**config.mk**
```make
export PLATFORM = sky130hd
export DESIGN_NAME = debounce_sync
export DESIGN_NICKNAME = d
export VERILOG_FILES = /design/src/rtl/debounce_pkg.sv /design/src/rtl/sync_nff.sv /design/src/rtl/debounce_sync.sv
export SDC_FILE = /design/constraint.sdc
export NUM_CORES = 1
export LEC_CHECK = 0
export CAP_MARGIN = 0
export CORE_AREA = 10 10 47 49
export DETAILED_ROUTE_END_ITERATION = 7
export DIE_AREA = 0 0 57 59
export GPL_TIMING_DRIVEN = 0
export PLACE_DENSITY_LB_ADDON = 0.12
export SYNTH_ARGS = -nofsm -noshare
export SYNTH_HDL_FRONTEND = slang
export SYNTH_HIERARCHICAL = 1
export SYNTH_SLANG_ARGS = --single-unit
```
**constraint.sdc**
```tcl
create_clock -name clock -period 2.1 [get_ports clock]
set_clock_uncertainty 0.1 [all_clocks]
set_input_delay 0.525 -clock clock [delete_from_list [all_inputs] [get_ports clock]]
set_output_delay 0.525 -clock clock [all_outputs]
set_load 0.005 [all_outputs]
```
**src/rtl/debounce_pkg.sv**
```systemverilog
// rtl/debounce_pkg.sv - shared FSM encodings and counter sizing for debounce_sync
package debounce_pkg;

  // 2-bit FSM state encodings
  localparam logic [1:0] ST_IDLE_LO = 2'd0;
  localparam logic [1:0] ST_WAIT_HI = 2'd1;
  localparam logic [1:0] ST_IDLE_HI = 2'd2;
  localparam logic [1:0] ST_WAIT_LO = 2'd3;

  // Default qualification counter width; 2**DEF_CNT_W must cover STABLE_CYCLES
  localparam int DEF_CNT_W = 3;

  typedef enum logic [1:0] {
    IDLE_LO = ST_IDLE_LO,
    WAIT_HI = ST_WAIT_HI,
    IDLE_HI = ST_IDLE_HI,
    WAIT_LO = ST_WAIT_LO
  } state_t;

endpackage

```
**src/rtl/sync_nff.sv**
```systemverilog
// rtl/sync_nff.sv - N-flop synchroniser for a single asynchronous level
module sync_nff #(
  parameter int STAGES = 2
) (
  input  logic clock,
  input  logic reset,
  input  logic d,
  output logic q
);

  logic [STAGES-1:0] chain;

  // Shift the raw level through the chain; the last flop is the clean sample
  always_ff @(posedge clock or negedge reset) begin
    if (!reset) begin
      chain <= '0;
    end else begin
      chain <= {chain[STAGES-2:0], d};
    end
  end

  assign q = chain[STAGES-1];

endmodule

```
**src/rtl/debounce_sync.sv**
```systemverilog
// rtl/debounce_sync.sv - synchronise and debounce a raw level with rise/fall pulses
module debounce_sync
  import debounce_pkg::*;
#(
  parameter int SYNC_STAGES   = 2,
  parameter int STABLE_CYCLES = 4,
  parameter int CNT_W         = DEF_CNT_W
) (
  input  logic clock,
  input  logic reset,
  input  logic d,
  input  logic en,
  output logic q,
  output logic rise,
  output logic fall,
  output logic busy
);

  localparam logic [CNT_W-1:0] CNT_LAST = CNT_W'(STABLE_CYCLES - 1);
  localparam logic [CNT_W-1:0] CNT_ONE  = CNT_W'(1);

  logic             s;
  state_t           state, state_nx;
  logic [CNT_W-1:0] cnt, cnt_nx;
  logic             q_nx, rise_nx, fall_nx;

  sync_nff #(
    .STAGES(SYNC_STAGES)
  ) u_sync (
    .clock(clock),
    .reset(reset),
    .d    (d),
    .q    (s)
  );

  // State and qualification counter registers
  always_ff @(posedge clock or negedge reset) begin
    if (!reset) begin
      state <= IDLE_LO;
      cnt   <= '0;
    end else begin
      state <= state_nx;
      cnt   <= cnt_nx;
    end
  end

  // Next-state: a candidate level must hold for STABLE_CYCLES en ticks; any reversal cancels it
  always_comb begin
    state_nx = state;
    cnt_nx   = cnt;
    q_nx     = q;
    rise_nx  = 1'b0;
    fall_nx  = 1'b0;
    case (state)
      IDLE_LO: begin
        if (s) begin
          state_nx = WAIT_HI;
          cnt_nx   = '0;
        end
      end
      WAIT_HI: begin
        if (!s) begin
          state_nx = IDLE_LO;
          cnt_nx   = '0;
        end else if (en && cnt == CNT_LAST) begin
          state_nx = IDLE_HI;
          cnt_nx   = '0;
          q_nx     = 1'b1;
          rise_nx  = 1'b1;
        end else if (en) begin
          cnt_nx = cnt + CNT_ONE;
        end
      end
      IDLE_HI: begin
        if (!s) begin
          state_nx = WAIT_LO;
          cnt_nx   = '0;
        end
      end
      WAIT_LO: begin
        if (s) begin
          state_nx = IDLE_HI;
          cnt_nx   = '0;
        end else if (en && cnt == CNT_LAST) begin
          state_nx = IDLE_LO;
          cnt_nx   = '0;
          q_nx     = 1'b0;
          fall_nx  = 1'b1;
        end else if (en) begin
          cnt_nx = cnt + CNT_ONE;
        end
      end
      default: begin
        state_nx = IDLE_LO;
        cnt_nx   = '0;
        q_nx     = 1'b0;
      end
    endcase
  end

  // Registered outputs; busy follows the state being entered so it lines up with state
  always_ff @(posedge clock or negedge reset) begin
    if (!reset) begin
      q    <= 1'b0;
      rise <= 1'b0;
      fall <= 1'b0;
      busy <= 1'b0;
    end else begin
      q    <= q_nx;
      rise <= rise_nx;
      fall <= fall_nx;
      busy <= (state_nx == WAIT_HI) || (state_nx == WAIT_LO);
    end
  end

endmodule

```
## After elaboration in Yosys (flattened, before gate mapping)

Cells that the tools add are included.

- Input bits: 4
- Register bits: 11

- Equality and inequality tests: 12
- Add/subtract/negate cells: 1
- Reduce and logical (&&, ||, !) cells: 6
- Muxes and demuxes: 24

Operators with widths:

| kind | count |
|---|---|
| 3-bit two-way mux | 6 |
| 2-bit two-way mux | 6 |
| 3-bit one-hot mux with 4 select lines | 1 |
| 1-bit two-way mux | 9 |
| 2-bit inequality test, second input constant | 4 |
| 2-bit one-hot mux with 4 select lines | 1 |
| 2-bit equality test, second input constant | 3 |
| 5-bit AND reduction | 1 |
| 2-bit by 1-bit equality test with 1-bit output, second input constant | 2 |
| 2-bit by 1-bit inequality test with 1-bit output, second input constant | 2 |
| 3-bit by 1-bit adder with 3-bit output, second input constant | 1 |
| 3-bit by 2-bit equality test with 1-bit output, second input constant | 1 |
| 2-bit logical NOT | 1 |
| 1-bit one-hot mux with 2 select lines | 1 |
| 2-bit AND reduction | 1 |
| 2-bit nonzero test | 1 |
| 1-bit logical AND | 1 |
| 1-bit logical OR | 1 |

## Depth between registers and ports, before layout

Gate-level depths: netlist of run 1.

- Depth after elaboration: 7
- Depth in mapped cells: 5

## Modules after synthesis

The synthesis of run 1 kept the hierarchy.

Modules (own cells, without submodules):

| module | sequential area each (um2) | area an instance (um2) | cells each | times used |
|---|---|---|---|---|
| debounce_sync | 200.2 | 389.1 | 38 | 1 |
| sync_nff | 50.0 | 50.0 | 2 | 1 |

## Worst setup path after synthesis of run 1

Ideal clock, no wire load.

- Path kind: flip-flop to flip-flop
- Start: reg cnt[0]
- End: reg q
- Arrival: 1.190 ns
- Cell stages (with the launch flop): 6
- Setup time: 0.130 ns
- Path buffers: 0
- Path slack: 0.680 ns
- Cell sequence: dfrtp_1 > ha_1 > ha_1 > and3_1 > a21oi_1 > o21ai_0

- Longest elaborated chain between the ends: 4
- Elaborated cells on any way between the ends: 5

RTL lines:

| element | line | RTL |
|---|---|---|
| start, declared | debounce_sync.sv:24 | `logic [CNT_W-1:0] cnt, cnt_nx;` |
| start signal, assigned | debounce_sync.sv:43 | `cnt <= cnt_nx;` |
| 3-bit by 2-bit equality test with 1-bit output (*) | debounce_sync.sv:65, debounce_sync.sv:84 |  |
| 1-bit logical AND (*) | debounce_sync.sv:65, debounce_sync.sv:84 |  |
| 2-bit inequality test (no line) | - |  |
| 5-bit AND reduction (no line) (*) | - |  |
| end signal, assigned | debounce_sync.sv:109 | `q <= q_nx;` |
| end, declared | debounce_sync.sv:13 | `output logic q,` |

Mark *: on every way between the ends. The rest lies on a longest branch, timed or not.
A chain may end at the register's enable or synchronous reset.

==> reports/metrics.csv, run 1 <==
metric;value;unit
final_antenna_net_count;0;
place_hpwl;660;µm
synth_top_area_share;57.0;%
crit_type;reg -> out;
viasPerCell;4.80;
path_max_fanout;9;
grt_pass1_vias;327;
grt_use_total;5.87;%
relSlewSlack;70.7;%
gp_congestion;0.618;
placementRows;14;
layout-area-overhead-vs-synth;25.6;%
finalHoldViolCount;0;
rsz0062_at_grt;false;
syn_area;439;µm²
grt_pass1_wl;1500;µm
fill_cells;146;
final_nets;58;
cts_resized;0;
setup_ws;0.191;ns
cts_tree;done;
grt_max_degree;11;
die_x;57;µm
seq_area;250;µm²
setup_tns;0;ns
yosysUniqueCellTypes;15;
cts_root_buf;clkbuf_4;
peakVddDrop;0.429;mV
dieArea;3360;µm²
wl;829;µm
drv_cap;0;
powerDensity;687;nW/µm²
firstDrtPassIters;2;
netlist_top_cells_area;dfrtp_1 57%, ha_1 5.7%, nand2_1 5.1%, o22ai_1 4.3%, xnor2_2 3.7%;
dp.cells;63;
cts_setup_buffers;0;
portBuffers;7;
fmax;0.524;GHz
p_leak;0.000250;µW
dp_slack;0.298;ns
syn_inst;40;
path_buf_inv;1;
antenna_found_initial;0;
required;1.47;ns
cts.sinks;10;
worstPathCellList;clkdlybuf4s50_1;
ys_seq_area_share;57.0;%
slew_viol_final;0;
worstSkewPairLatency;0.25;ns
start_util;31.3;%
final_common_cell;dfrtp_1;
routedWlPerCell;12.6;µm
tightest_slew;0.439;ns
htree_levels;1;
worst_path_max_delay_cell;clkdlybuf4s50_1;
finalNonFillerCells;66;
syn_nets;46;
setup_viol;0;
drc;0;
cpLargestDelayFamily;buffers and inverters;
status;finished clean;
synth_seq_cells;10;
mostFrequentLayoutCells;10 x dfrtp_1, 7 x clkdlybuf4s50_1, 6 x nand2_1;
period_needed;1.91;ns
vias;317;
clk_pin_slew;0.05;ns
critPathMaxStageDelay;0.55;ns
yosys_warnings;6;
grt-ovfl-total;0;
timing.final.crit_share;90.9;%
die_h;59;µm
hold_path.class;reg -> reg;
clockBufferDepth;2;
core-area;1400;µm²
first_iter_violations;2;
worst_setup_path_start_kind;register;
yosys.area.top_type;dfrtp_1;
drive_gt1_share;10.0;%
cts_hold_buf;0;
cp.arrival;1.28;ns
syn_area_per_cell;11.0;µm²
ios;8;
numCtsBuffers;3;
diodes;0;
multi_input_area;181;µm²
crit_path_end_kind;output pin;
## logic make-up after synthesis
kind of cell / Yosys count / synth area share, %
flops: 10 / 57.0
mux: 1 / 3.42
buf+inv: 2 / 1.71
xor+xnor: 1 / 3.70
simple gates: 16 / 17.7
compound gates: 8 / 10.8
fa+ha+maj: 2 / 5.70
## cell usage after synthesis
master,instances
dfrtp_1,10
nand2_1,6
nor2_1,3
o22ai_1,3
a21oi_1,2
ha_1,2
inv_1,2
nand2b_1,2
nand3_1,2
nor3b_1,2
o21ai_0,2
a2bb2oi_1,1
and3_1,1
mux2_4,1
xnor2_2,1
## final timing paths
path                                                 from                   endpoint  slack, ns  cells after the start
worst max-delay path                   state[0]$_DFF_PN0_                       busy       0.19                      1
worst min-delay path            u_sync/chain[0]$_DFF_PN0_  u_sync/chain[1]$_DFF_PN0_       0.26                      0
worst max register to register         cnt[0]$_DFFE_PN0P_              q$_DFFE_PN0P_       0.58                      5
worst min register to register  u_sync/chain[0]$_DFF_PN0_  u_sync/chain[1]$_DFF_PN0_       0.26                      0
max in group asynchronous                           reset         state[0]$_DFF_PN0_       1.12                      1
min in group asynchronous                           reset              q$_DFFE_PN0P_       0.48                      1
## flip-flops by register name, indices dropped and copies added, names as in the netlist
signal / cells
cnt: 3
state: 2
fall: 1
rise: 1
u_sync/chain: 2
q: 1
## per-layer routing
layer,vias up,wire [µm],GRT usage [%]
met4,0,0,5.03
met5,-,0,0
met2,4,442,8.53
met1,153,336,5.68
li1,160,-,-
met3,0,50,3.86
## where the power goes
part / switching [µW] / internal, µW
clock: 55.2 / 65.6
combinational: 19.2 / 25.8
sequential: 12.0 / 201
## stage by stage
step / hold slack [ns] / util [%] / power (µW) / area (µm²)
2_1_floorplan: 0.129 / - / 241 / 439
3_5_place_dp: 0.236 / 37.8 / 263 / 529
5_1_grt: 0.272 / 39.4 / 410 / 552
3_3_place_gp: 0.245 / 37.8 / 261 / 529
6_report: 0.256 / 39.4 / 379 / 552
4_1_cts: 0.259 / 39.4 / 389 / 552
## area by class of cell
type	instances	area share, %
inverter	2	1.36
sequential	10	45.4
clock buffer	3	4.08
tap	16	3.63
timing repair buffer	7	12.7
multi-input combinational	28	32.9
Power figures use the tool's default switching activity.
==> run 2: changes to the inputs <==
--- a/config.mk
+++ b/config.mk
@@ -6,9 +6,9 @@
 export NUM_CORES = 1
 export LEC_CHECK = 0
 export CAP_MARGIN = 0
-export CORE_AREA = 10 10 47 49
+export CORE_AREA = 2 2 39 41
 export DETAILED_ROUTE_END_ITERATION = 7
-export DIE_AREA = 0 0 57 59
+export DIE_AREA = 0 0 41 43
 export GPL_TIMING_DRIVEN = 0
 export PLACE_DENSITY_LB_ADDON = 0.12
 export SYNTH_ARGS = -nofsm -noshare
==> constraint.sdc (replaced) <==
create_clock -name clock -period 2.1 [get_ports clock]
set_clock_uncertainty 0.1 [all_clocks]
set_input_delay 0.63 -clock clock [delete_from_list [all_inputs] [get_ports clock]]
set_output_delay 0.63 -clock clock [all_outputs]
set_load 0.005 [all_outputs]
==> reports/metrics.csv, run 2 (same netlist as run 1, synthesis figures left out) <==
metric;value;unit
grt_util_met3;5.24;%
crit_path_end_kind;output pin;
drv_cap;0;
cts_tree;done;
largest_register_ffs;3;
peakVddDrop;0.251;mV
place_hpwl;630;µm
grt_use_total;12.1;%
wl;814;µm
drive_gt1_share;13.7;%
path_buf_inv;1;
die_x;41;µm
final_antenna_net_count;0;
diodes;0;
htree_levels;1;
setup_tns;0;ns
r2r_cells;5;
first_iter_violations;3;
worstSetupPathDepth;1;
status;finished clean;
relSlewSlack;70.4;%
worstSkewPairLatency;0.27;ns
powerDensity;758;nW/µm²
numCtsBuffers;3;
vias;322;
clockBufferDepth;2;
setup_viol;0;
finalNonFillerCells;67;
reg.largest.list;cnt: 3 flops, state: 2 flops, u_sync/chain: 2 flops;
fill_cells;138;
layout-area-overhead-vs-synth;29.1;%
required;1.37;ns
die_h;43;µm
tightest_slew;0.442;ns
drc;0;
viasPerCell;4.81;
grt_pass1_vias;337;
cpLargestDelayFamily;buffers and inverters;
hp-start;u_sync/chain[0]$_DFF_PN0_;
path_max_fanout;9;
period_needed;1.95;ns
gp_congestion;0.670;
finalHoldViolCount;0;
fmax;0.513;GHz
core-area;1380;µm²
cts.sinks;10;
hold_path_end;u_sync/chain[1]$_DFF_PN0_;
start_util;31.7;%
rsz0062_at_grt;false;
worst_setup_path_start_kind;register;
final_nets;58;
grt-busiest-layer;met2;
placementRows;14;
worstPathCellList;clkdlybuf4s50_1;
grt_max_degree;11;
antenna_found_initial;0;
clk_pin_slew;0.07;ns
dp.cells;63;
grt-ovfl-total;0;
min_path_cells;0;
dieArea;1760;µm²
cts_setup_buffers;0;
cp.arrival;1.22;ns
worst_path_max_delay_cell;clkdlybuf4s50_1;
p_leak;0.000257;µW
rr_startpoint;cnt[0]$_DFFE_PN0P_;
crit_type;reg -> out;
place_area;529;µm²
firstDrtPassIters;2;
ios;8;
routedWlPerCell;12.1;µm
regMostFlops;cnt;
whs;0.254;ns
grt_pass1_wl;1370;µm
slew_viol_final;0;
fin_area;567;µm²
critPathMaxStageDelay;0.52;ns
mostFrequentLayoutCells;9 x dfrtp_1, 7 x clkdlybuf4s50_1, 6 x nand2_1;
grt_use_met2;17.8;%
regToRegEndpoint;q$_DFFE_PN0P_;
timing.final.crit_share;92.9;%
cts_root_buf;clkbuf_4;
met1_usage;13.3;%
final_common_cell;dfrtp_1;
rrSetupSlack;0.55;ns
hold_path.class;reg -> reg;
portBuffers;7;
## run 2: cell count changes in the layout (fill, tap and decap cells not counted)
cell / before / now
dfrtp_2: 0 / 1
dfrtp_1: 10 / 9
clkbuf_8: 0 / 1
## run 2: where the power goes
| group | leakage [µW] | internal, µW | switching (µW) |
|---|---|---|---|
| clock network | 0.0000210 | 105 | 66.0 |
| logic | 0.000110 | 25.9 | 19.3 |
| registers | 0.000126 | 202 | 11.9 |
| total | 0.000257 | 333 | 97.2 |
## run 2: final cells by class
class | instances | area [µm²] | share of cell area, %
inverter | 2 | 7.51 | 1.32
timing repair buffer | 7 | 70.1 | 12.4
sequential | 10 | 251 | 44.4
clock buffer | 4 | 36.3 | 6.40
multi-input combinational | 28 | 181 | 32.0
tap | 16 | 20.0 | 3.53
## run 2: layer usage
| metal | part of all wire [%] | vias up |
|---|---|---|
| li1 | - | 161 |
| met1 | 41 | 154 |
| met2 | 53 | 7 |
| met3 | 5.2 | 0 |
| met4 | 0 | 0 |
| met5 | 0 | - |
## run 2: timing repair
item,in CTS,in global routing
resized for setup,0,1
setup endpoints to repair,0,1
hold buffers,0,0
## run 2: worst max path at each step
| stage | to | slack [ns] | from |
|---|---|---|---|
| floorplan | q$_DFFE_PN0P_ | 0.68 | cnt[0]$_DFFE_PN0P_ |
| global placement | cnt[2]$_DFFE_PN0P_ | 0.23 | en |
| detailed placement | cnt[2]$_DFFE_PN0P_ | 0.20 | en |
| CTS | busy | 0.07 | state[0]$_DFF_PN0_ |
| global route | busy | 0.08 | state[0]$_DFF_PN0_ |
| finish | busy | 0.15 | state[0]$_DFF_PN0_ |
## run 2: through the flow
step / total power [µW] / utilization [%] / setup WS, ns
final: 430 / 41.0 / 0.149
after global routing: 456 / 41.0 / 0.0779
after CTS: 435 / 40.9 / 0.0664
after detailed placement: 263 / 38.2 / 0.203
after global placement: 260 / 38.2 / 0.230
after floorplan: 241 / - / 0.680
